<file path="config.mk">
export PLATFORM = sky130hd
export DESIGN_NAME = clusterv_wb_sram_bank_ctrl
export DESIGN_NICKNAME = d
export VERILOG_FILES = /design/src/rtl/clusterv_wb_sram_bank_ctrl.sv
export SDC_FILE = /design/constraint.sdc
export NUM_CORES = 1
export LEC_CHECK = 0
export CELL_PAD_IN_SITES_DETAIL_PLACEMENT = 1
export CELL_PAD_IN_SITES_GLOBAL_PLACEMENT = 2
export CORE_MARGIN = 8
export CORE_UTILIZATION = 15
export CTS_BUF_LIST = sky130_fd_sc_hd__clkbuf_4 sky130_fd_sc_hd__clkbuf_8 sky130_fd_sc_hd__clkbuf_16
export DETAILED_ROUTE_END_ITERATION = 16
export PLACE_DENSITY = 0.86
export SKIP_LAST_GASP = 1
export SLEW_MARGIN = 20
export SYNTH_ARGS = -nofsm -noshare
export SYNTH_HDL_FRONTEND = slang
export SYNTH_SLANG_ARGS = --single-unit
</file>
<file path="constraint.sdc">
create_clock -name clock -period 4.45 [get_ports clock]
set_input_delay 0.89 -clock clock [delete_from_list [all_inputs] [get_ports clock]]
set_output_delay 0.89 -clock clock [all_outputs]
set_load 0.005 [all_outputs]
</file>
<file path="src/rtl/clusterv_wb_sram_bank_ctrl.sv">
// Wishbone slave fronting NUM_BANKS single-port SRAM macros; one bank per request, address-interleaved on the high bits.
// Latency: write ack 1 cycle after request, read ack 2 cycles after; no waitstates otherwise, t_err never raised.
module clusterv_wb_sram_bank_ctrl #(
    parameter int ADDR_BITS = 9,
    parameter int NUM_BANKS = 4
) (
    input  logic                      clock,
    input  logic                      reset,
    input  logic [31:0]               t_adr,
    input  logic [31:0]               t_dat_w,
    output logic [31:0]               t_dat_r,
    input  logic                      t_cyc,
    input  logic                      t_stb,
    input  logic                      t_we,
    input  logic [3:0]                t_sel,
    output logic                      t_ack,
    output logic                      t_err,
    input  logic                      t_tgd_w,
    input  logic                      t_tga,
    input  logic [3:0]                t_tgc,
    output logic                      t_tgd_r,
    output logic [NUM_BANKS-1:0]      sram_csb,
    output logic                      sram_web,
    output logic [3:0]                sram_wmask,
    output logic [ADDR_BITS-1:0]      sram_addr,
    output logic [31:0]               sram_dat_w,
    input  logic [32*NUM_BANKS-1:0]   sram_dat_r
);

    localparam int BANK_BITS = $clog2(NUM_BANKS);
    localparam int BANK_LSB  = ADDR_BITS + 2;

    typedef enum logic [1:0] {
        IDLE   = 2'd0,
        RD_CAP = 2'd1,
        ACK    = 2'd2
    } state_e;

    state_e                 state_q, state_d;
    logic [BANK_BITS-1:0]   bank_q, bank_d;
    logic [31:0]            t_dat_r_q, t_dat_r_d;
    logic [BANK_BITS-1:0]   req_bank;
    logic                   req;
    logic                   unused_inputs;

    assign req_bank = t_adr[BANK_LSB +: BANK_BITS];
    assign req      = (state_q == IDLE) & t_cyc & t_stb & ~reset;

    always_comb begin
        state_d   = state_q;
        bank_d    = bank_q;
        t_dat_r_d = t_dat_r_q;
        case (state_q)
            IDLE: begin
                if (req) begin
                    bank_d  = req_bank;
                    state_d = t_we ? ACK : RD_CAP;
                end
            end
            RD_CAP: begin
                // Macro output is valid after the request edge and held while csb stays high.
                t_dat_r_d = sram_dat_r[{bank_q, 5'd0} +: 32];
                state_d   = ACK;
            end
            ACK:     state_d = IDLE;
            default: state_d = IDLE;
        endcase
    end

    always_ff @(posedge clock) begin
        if (reset) begin
            state_q   <= IDLE;
            bank_q    <= '0;
            t_dat_r_q <= '0;
        end else begin
            state_q   <= state_d;
            bank_q    <= bank_d;
            t_dat_r_q <= t_dat_r_d;
        end
    end

    // Macro strobes are driven straight from the bus so the macro samples on the edge ending the request cycle.
    always_comb begin
        sram_csb = '1;
        sram_web = 1'b1;
        if (req) begin
            sram_web = ~t_we;
            if (!(t_we && (t_sel == 4'h0))) begin
                sram_csb[req_bank] = 1'b0;
            end
        end
    end

    assign sram_wmask = t_we ? t_sel : 4'hF;
    assign sram_addr  = t_adr[ADDR_BITS+1:2];
    assign sram_dat_w = t_dat_w;

    assign t_ack   = (state_q == ACK) & t_cyc & ~reset;
    assign t_dat_r = reset ? 32'h0 : t_dat_r_q;
    assign t_err   = 1'b0;
    assign t_tgd_r = 1'b0;

    assign unused_inputs = ^{t_tgd_w, t_tga, t_tgc, t_adr[31:BANK_LSB+BANK_BITS], t_adr[1:0]};

endmodule

</file>
==> results.txt, run 1 <==
Fmax achieved: 264.8 MHz
fin. max-slew vios: 0
vias in the first global route: 2,977
commonest non-fill, non-tap cell in the layout: clkdlybuf4s50_1
met3 WL: 836 um
Worst-Margin Slew: 1.020 ns
global-route wire length before repair: 16.37 mm
H-tree levels: 2
drt pass-1 iters: 4
detailed-route DRC error count: 0
PD cells: 207.2 nW/um^2
post-CTS sizing: 0
Placed Area: 4425 sq um
maximum number of pins on one net before global-route repair: 66
DP Wirelength: 8.095 mm
Seq/Total Area, Yosys: 25.76%
routed wire length: 10.58 mm
GP Congestion: 0.6834
WP data required: 3.56 ns
min cycle time layout: 3.776 ns
IR drop worst, VDD: 0.0001099 V
worst setup skew after layout: 0.003721 ns
setup repair after global routing missed its margin: no
top cell type's share of synthesized area: 25.76%
CTS tree: done
outcome: finished, final reports clean
Critical Path Sink Type: output port
Starting Density: 15.11%
final setup vio count: 0
clk_lat worst skew: 0.28 ns
commonest cells after routing, fill and taps aside: clkdlybuf4s50_1, mux2i_1, dfxtp_1
DR iter-0 viols: 32
WL per Instance: 16.33 um
Sink Count: 36
chip width: 152.6 um
CP Class: primary input to output port
total gr overflow: 0
Yosys top cell by area: dfxtp_1
met1 WL: 4.491 mm
Die ar.: 23,280 sq um
CTS Buf Count: 5
vias per cell: 4.002
Inserted Diodes: 0
Post-Layout Inst Area: 4602 sq um
ANT nets after route: 0
I/O pin total: 292
number of antenna violations at the first check in global routing: 0
IO buf count: 180
via count: 2,593
all-layer global routing usage: 8.734%
cts hold-fix bufs: 0
Yosys cell types: 24
Max Cap Viol: 0
final hold viol count: 0
clock root buffer: clkbuf_16
Synth Register Bits: 36
Startpoint Class: primary input
Synth Cell Area: 2798 sq um
final net count: 620
Max Fanout on Critical Path: 9
synth warn: 0
Post-CTS Setup Bufs: 0
row count: 50
Synth Instances: 290
Final Util: 24.85%
Layout fillers: 2,114
CTS max path bufs: 2
Die Height: 152.6 um
post-route clock period utilization: 84.86%
synth top area cells: dfxtp_1, mux2i_1, o221ai_2, buf_4, nor2b_1
Synth Area per Inst: 9.647 sq um
WL met2: 5.083 mm
CORE AREA: 18,520 sq um
setup_tns: 0 ns
share of cells above drive strength 1: 10.87%
leakage: 0.001486 uW
P&R area growth vs syn: 64.49%
Worst-path clk slew: 0.06 ns
Data arrival, critical path: 2.89 ns
Min-Delay Path Class: flip-flop to flip-flop
Slew Limit Headroom: 32.02%
top routing layer in use: met4
==> routing by layer <==
| metal | GRT usage (%) | vias up |
|---|---|---|
| met2 | 15.03 | 129 |
| met1 | 9.570 | 1208 |
| met3 | 3.687 | 23 |
| li1 | - | 1233 |
| met5 | 0 | - |
| met4 | 2.780 | 0 |
==> sequential cells by signal, summed over array words and instances (netlist names) <==
register and count:
state_q 2, t_dat_r_q 32, bank_q 2
==> synthesized netlist by cell type <==
cell type   n
o221ai_2   30
o221ai_1    2
mux2i_1    64
nand3_1     3
nor4b_1     1
dfxtp_1    36
nor4bb_1    1
nand4b_1    2
o21ai_0     2
or4_1       1
clkbuf_1    7
or3_1       1
conb_1      1
nand4_1     1
a22o_1      1
nand2b_1    7
buf_2       9
buf_4      44
buf_6       7
nor2_1      2
and2_1      1
nor2b_1    33
or2_1       1
nand2_1    33
==> report_power, final <==
part | internal [uW] | switching [uW] | leakage [uW]
Clock | 236 | 145 | 0.0000780
Sequential | 331 | 11.0 | 0.000292
Combinational | 157 | 74.8 | 0.00112
==> stage by stage <==
| stage | worst slack, ns | std cells | power [uW] | hold slack, ns |
|---|---|---|---|---|
| 3_3_place_gp | 0.6224 | 639 | 575.3 | 0.4752 |
| 2_1_floorplan | 1.757 | 291 | 458.5 | 0.4597 |
| 4_1_cts | 0.5600 | 647 | 982.7 | 0.5156 |
| 5_1_grt | 0.4983 | 648 | 1005 | 0.5503 |
| 6_report | 0.6736 | 648 | 953.6 | 0.5176 |
| 3_5_place_dp | 0.5739 | 639 | 582.9 | 0.5058 |
==> area by class of cell <==
cell class	count	area (sq um)	share of cell area, %
Timing Repair Buffer	182	1824	39.64
Multi-Input combinational cell	188	1607	34.91
Sequential cell	36	724.4	15.74
Tap cell	234	292.8	6.362
Clock buffer	8	153.9	3.344
==> path summary, 6_finish.rpt <==
| kind | cells past startpoint | from | endpoint | slack, ns |
|---|---|---|---|---|
| worst min-delay path | 2 | bank_q[1]$_SDFFE_PP0P_ | bank_q[1]$_SDFFE_PP0P_ | 0.52 |
| worst max register to register | 3 | state_q[1]$_SDFFE_PP0P_ | t_dat_r_q[0]$_SDFFE_PP0P_ | 2.08 |
| worst min register to register | 2 | bank_q[1]$_SDFFE_PP0P_ | bank_q[1]$_SDFFE_PP0P_ | 0.52 |
| worst max-delay path | 5 | t_cyc | sram_csb[2] | 0.67 |
==> worst max-delay path, cell delays in order <==
cell,delay (ns)
clkdlybuf4s50_1,0.47
nor4b_1,0.53
and2_1,0.39
nand4b_1,0.13
clkdlybuf4s50_1,0.47
==> kinds of logic (layout without fill, tap and decap cells) <==
group           after synthesis  in the layout  share of synthesized area [%]
compound gates               35             35                          17.40
buf+inv                      67            190                          17.17
flops                        36             36                          25.76
mux                          64             64                          22.90
other cells                   1              2                         0.1340
simple gates                 87             87                          16.64
(Power assumes the default switching activity.)
==> run 2: changes to the inputs <==
Settings changed: CORE_UTILIZATION 15 to 14, PLACE_DENSITY 0.86 to 0.81.
Clock period 4.45 ns to 3.6 ns, I/O delays scaled along.
==> results.txt, run 2 (synthesis gave the netlist of run 1 again) <==
chip width: 157.4 um (was 152.6 um)
vias in the first global route: 3,047 (was 2,977)
GP Congestion: 0.7554 (was 0.6834)
fin. max-slew vios: 0 (unchanged)
CTS max path bufs: 2 (unchanged)
Worst-Margin Slew: 1.026 ns (was 1.020 ns)
drt pass-1 iters: 4 (unchanged)
max FFs per register: 32 (unchanged)
clock root buffer: clkbuf_16 (unchanged)
Die ar.: 24,760 sq um (was 23,280 sq um)
cts hold-fix bufs: 0 (unchanged)
PD cells: 252.4 nW/um^2 (was 207.2 nW/um^2)
RR Startpoint: state_q[1]$_SDFFE_PP0P_ (unchanged)
total gr overflow: 0 (unchanged)
Fmax achieved: 299.4 MHz
global-route wire length before repair: 16.92 mm (was 16.37 mm)
top routing layer in use: met5 (was met4)
I/O pin total: 292 (unchanged)
commonest non-fill, non-tap cell in the layout: clkdlybuf4s50_1 (unchanged)
Placed Area: 4499 sq um (was 4425 sq um)
Top Registers: t_dat_r_q (32), bank_q (2), state_q (2) (unchanged)
Startpoint Class: primary input (unchanged)
IR drop worst, VDD: 0.0001613 V (was 0.0001099 V)
final net count: 622 (was 620)
Data arrival, critical path: 2.62 ns (was 2.89 ns)
WP data required: 2.88 ns (was 3.56 ns)
CTS tree: done (unchanged)
post-CTS sizing: 0 (unchanged)
Worst-path clk slew: 0.06 ns (about the same)
min cycle time layout: 3.340 ns
vias per cell: 3.885 (was 4.002)
P&R area growth vs syn: 66.32% (was 64.49%)
Slew Limit Headroom: 31.58% (was 32.02%)
worst setup skew after layout: 0.004932 ns (was 0.003721 ns)
via count: 2,646 (was 2,593)
DR iter-0 viols: 62 (was 32)
clk_lat worst skew: 0.29 ns (was 0.28 ns)
WL met2: 5.664 mm (was 5.083 mm)
Overall Power: 1174 uW (was 953.6 uW)
Max Cap Viol: 0 (unchanged)
commonest cells after routing, fill and taps aside: clkdlybuf4s50_1, mux2i_1, dfxtp_1 (unchanged)
worst r2r dst: t_dat_r_q[0]$_SDFFE_PP0P_ (unchanged)
Largest Register: t_dat_r_q (unchanged)
Post-Layout Inst Area: 4653 sq um (was 4602 sq um)
Hold WS: 0.5033 ns (was 0.5176 ns)
Inserted Diodes: 0 (unchanged)
Reg2Reg Depth: 3 (unchanged)
final hold viol count: 0 (unchanged)
outcome: finished, final reports clean (unchanged)
Post-CTS Setup Bufs: 0 (unchanged)
CTS Buf Count: 5 (unchanged)
setup repair after global routing missed its margin: no (unchanged)
number of antenna violations at the first check in global routing: 1 (was 0)
Sink Count: 36 (unchanged)
reg2reg setup slack: 1.21 ns (was 2.08 ns)
met3 WL: 1.275 mm (was 836 um)
routed wire length: 11.24 mm (was 10.58 mm)
Max Fanout on Critical Path: 9 (unchanged)
final setup vio count: 0 (unchanged)
WHS Endpoint: bank_q[1]$_SDFFE_PP0P_ (unchanged)
hold-critical path depth: 2 (unchanged)
ANT nets after route: 0 (unchanged)
leakage: 0.001498 uW (was 0.001486 uW)
IO buf count: 180 (unchanged)
post-route clock period utilization: 92.79%
H-tree levels: 2 (unchanged)
Starting Density: 14.33% (was 15.11%)
Critical Path Sink Type: output port (unchanged)
Min-Delay Startpoint: bank_q[1]$_SDFFE_PP0P_ (unchanged)
met1 WL: 4.036 mm (was 4.491 mm)
DP Wirelength: 8.844 mm (was 8.095 mm)
Die Height: 157.4 um (was 152.6 um)
row count: 51 (was 50)
share of cells above drive strength 1: 11.30% (was 10.87%)
setup_tns: 0 ns (unchanged)
CP Class: primary input to output port (unchanged)
detailed-route DRC error count: 0 (unchanged)
WL per Instance: 16.50 um (was 16.33 um)
all-layer global routing usage: 8.774% (was 8.734%)
maximum number of pins on one net before global-route repair: 60 (was 66)
CORE AREA: 19,530 sq um (was 18,520 sq um)
Min-Delay Path Class: flip-flop to flip-flop (unchanged)
==> run 2: how the worst max path moves through the flow <==
stage	from	endpoint	cells past startpoint
after floorplan	reset	sram_csb[1]	5
after global placement	t_cyc	sram_csb[2]	6
after detailed placement	t_cyc	sram_csb[1]	6
after CTS	t_cyc	sram_csb[1]	6
after global routing	t_cyc	sram_csb[1]	6
final	t_cyc	sram_csb[1]	6
==> run 2: routing by layer <==
metal,vias to the layer above,global-route usage (%)
met5,-,0
li1,1243,-
met3,33,4.195
met1,1248,8.596
met2,120,15.64
met4,2,3.581
==> run 2: area by class of cell <==
class	count	area (sq um)
Fill cell	2301	14870
Timing Repair Buffer	184	1839
Multi-Input combinational cell	188	1604
Sequential cell	36	724.4
Tap cell	265	331.6
Clock buffer	8	153.9
==> run 2: power by group <==
group,switching [uW],total [uW],internal (uW)
sequential,19.8,429,409
combinational,84.6,279,194
clock,175,467,292
total,280,1170,894
==> run 2: stage by stage <==
stage | cells | setup WS [ns] | utilization [%]
after floorplan | 291 | 1.247 | -
after global placement | 673 | 0.2677 | 23.04
after detailed placement | 673 | 0.2263 | 23.04
after CTS | 681 | 0.2252 | 23.83
after global routing | 681 | 0.09975 | 23.83
final | 681 | 0.2596 | 23.83
==> run 2: critical path: stages <==
cell	delay [ns]
clkdlybuf4s50_1	0.47
nor4b_1	0.33
buf_4	0.19
and2_1	0.30
nand4b_1	0.14
clkdlybuf4s50_1	0.47
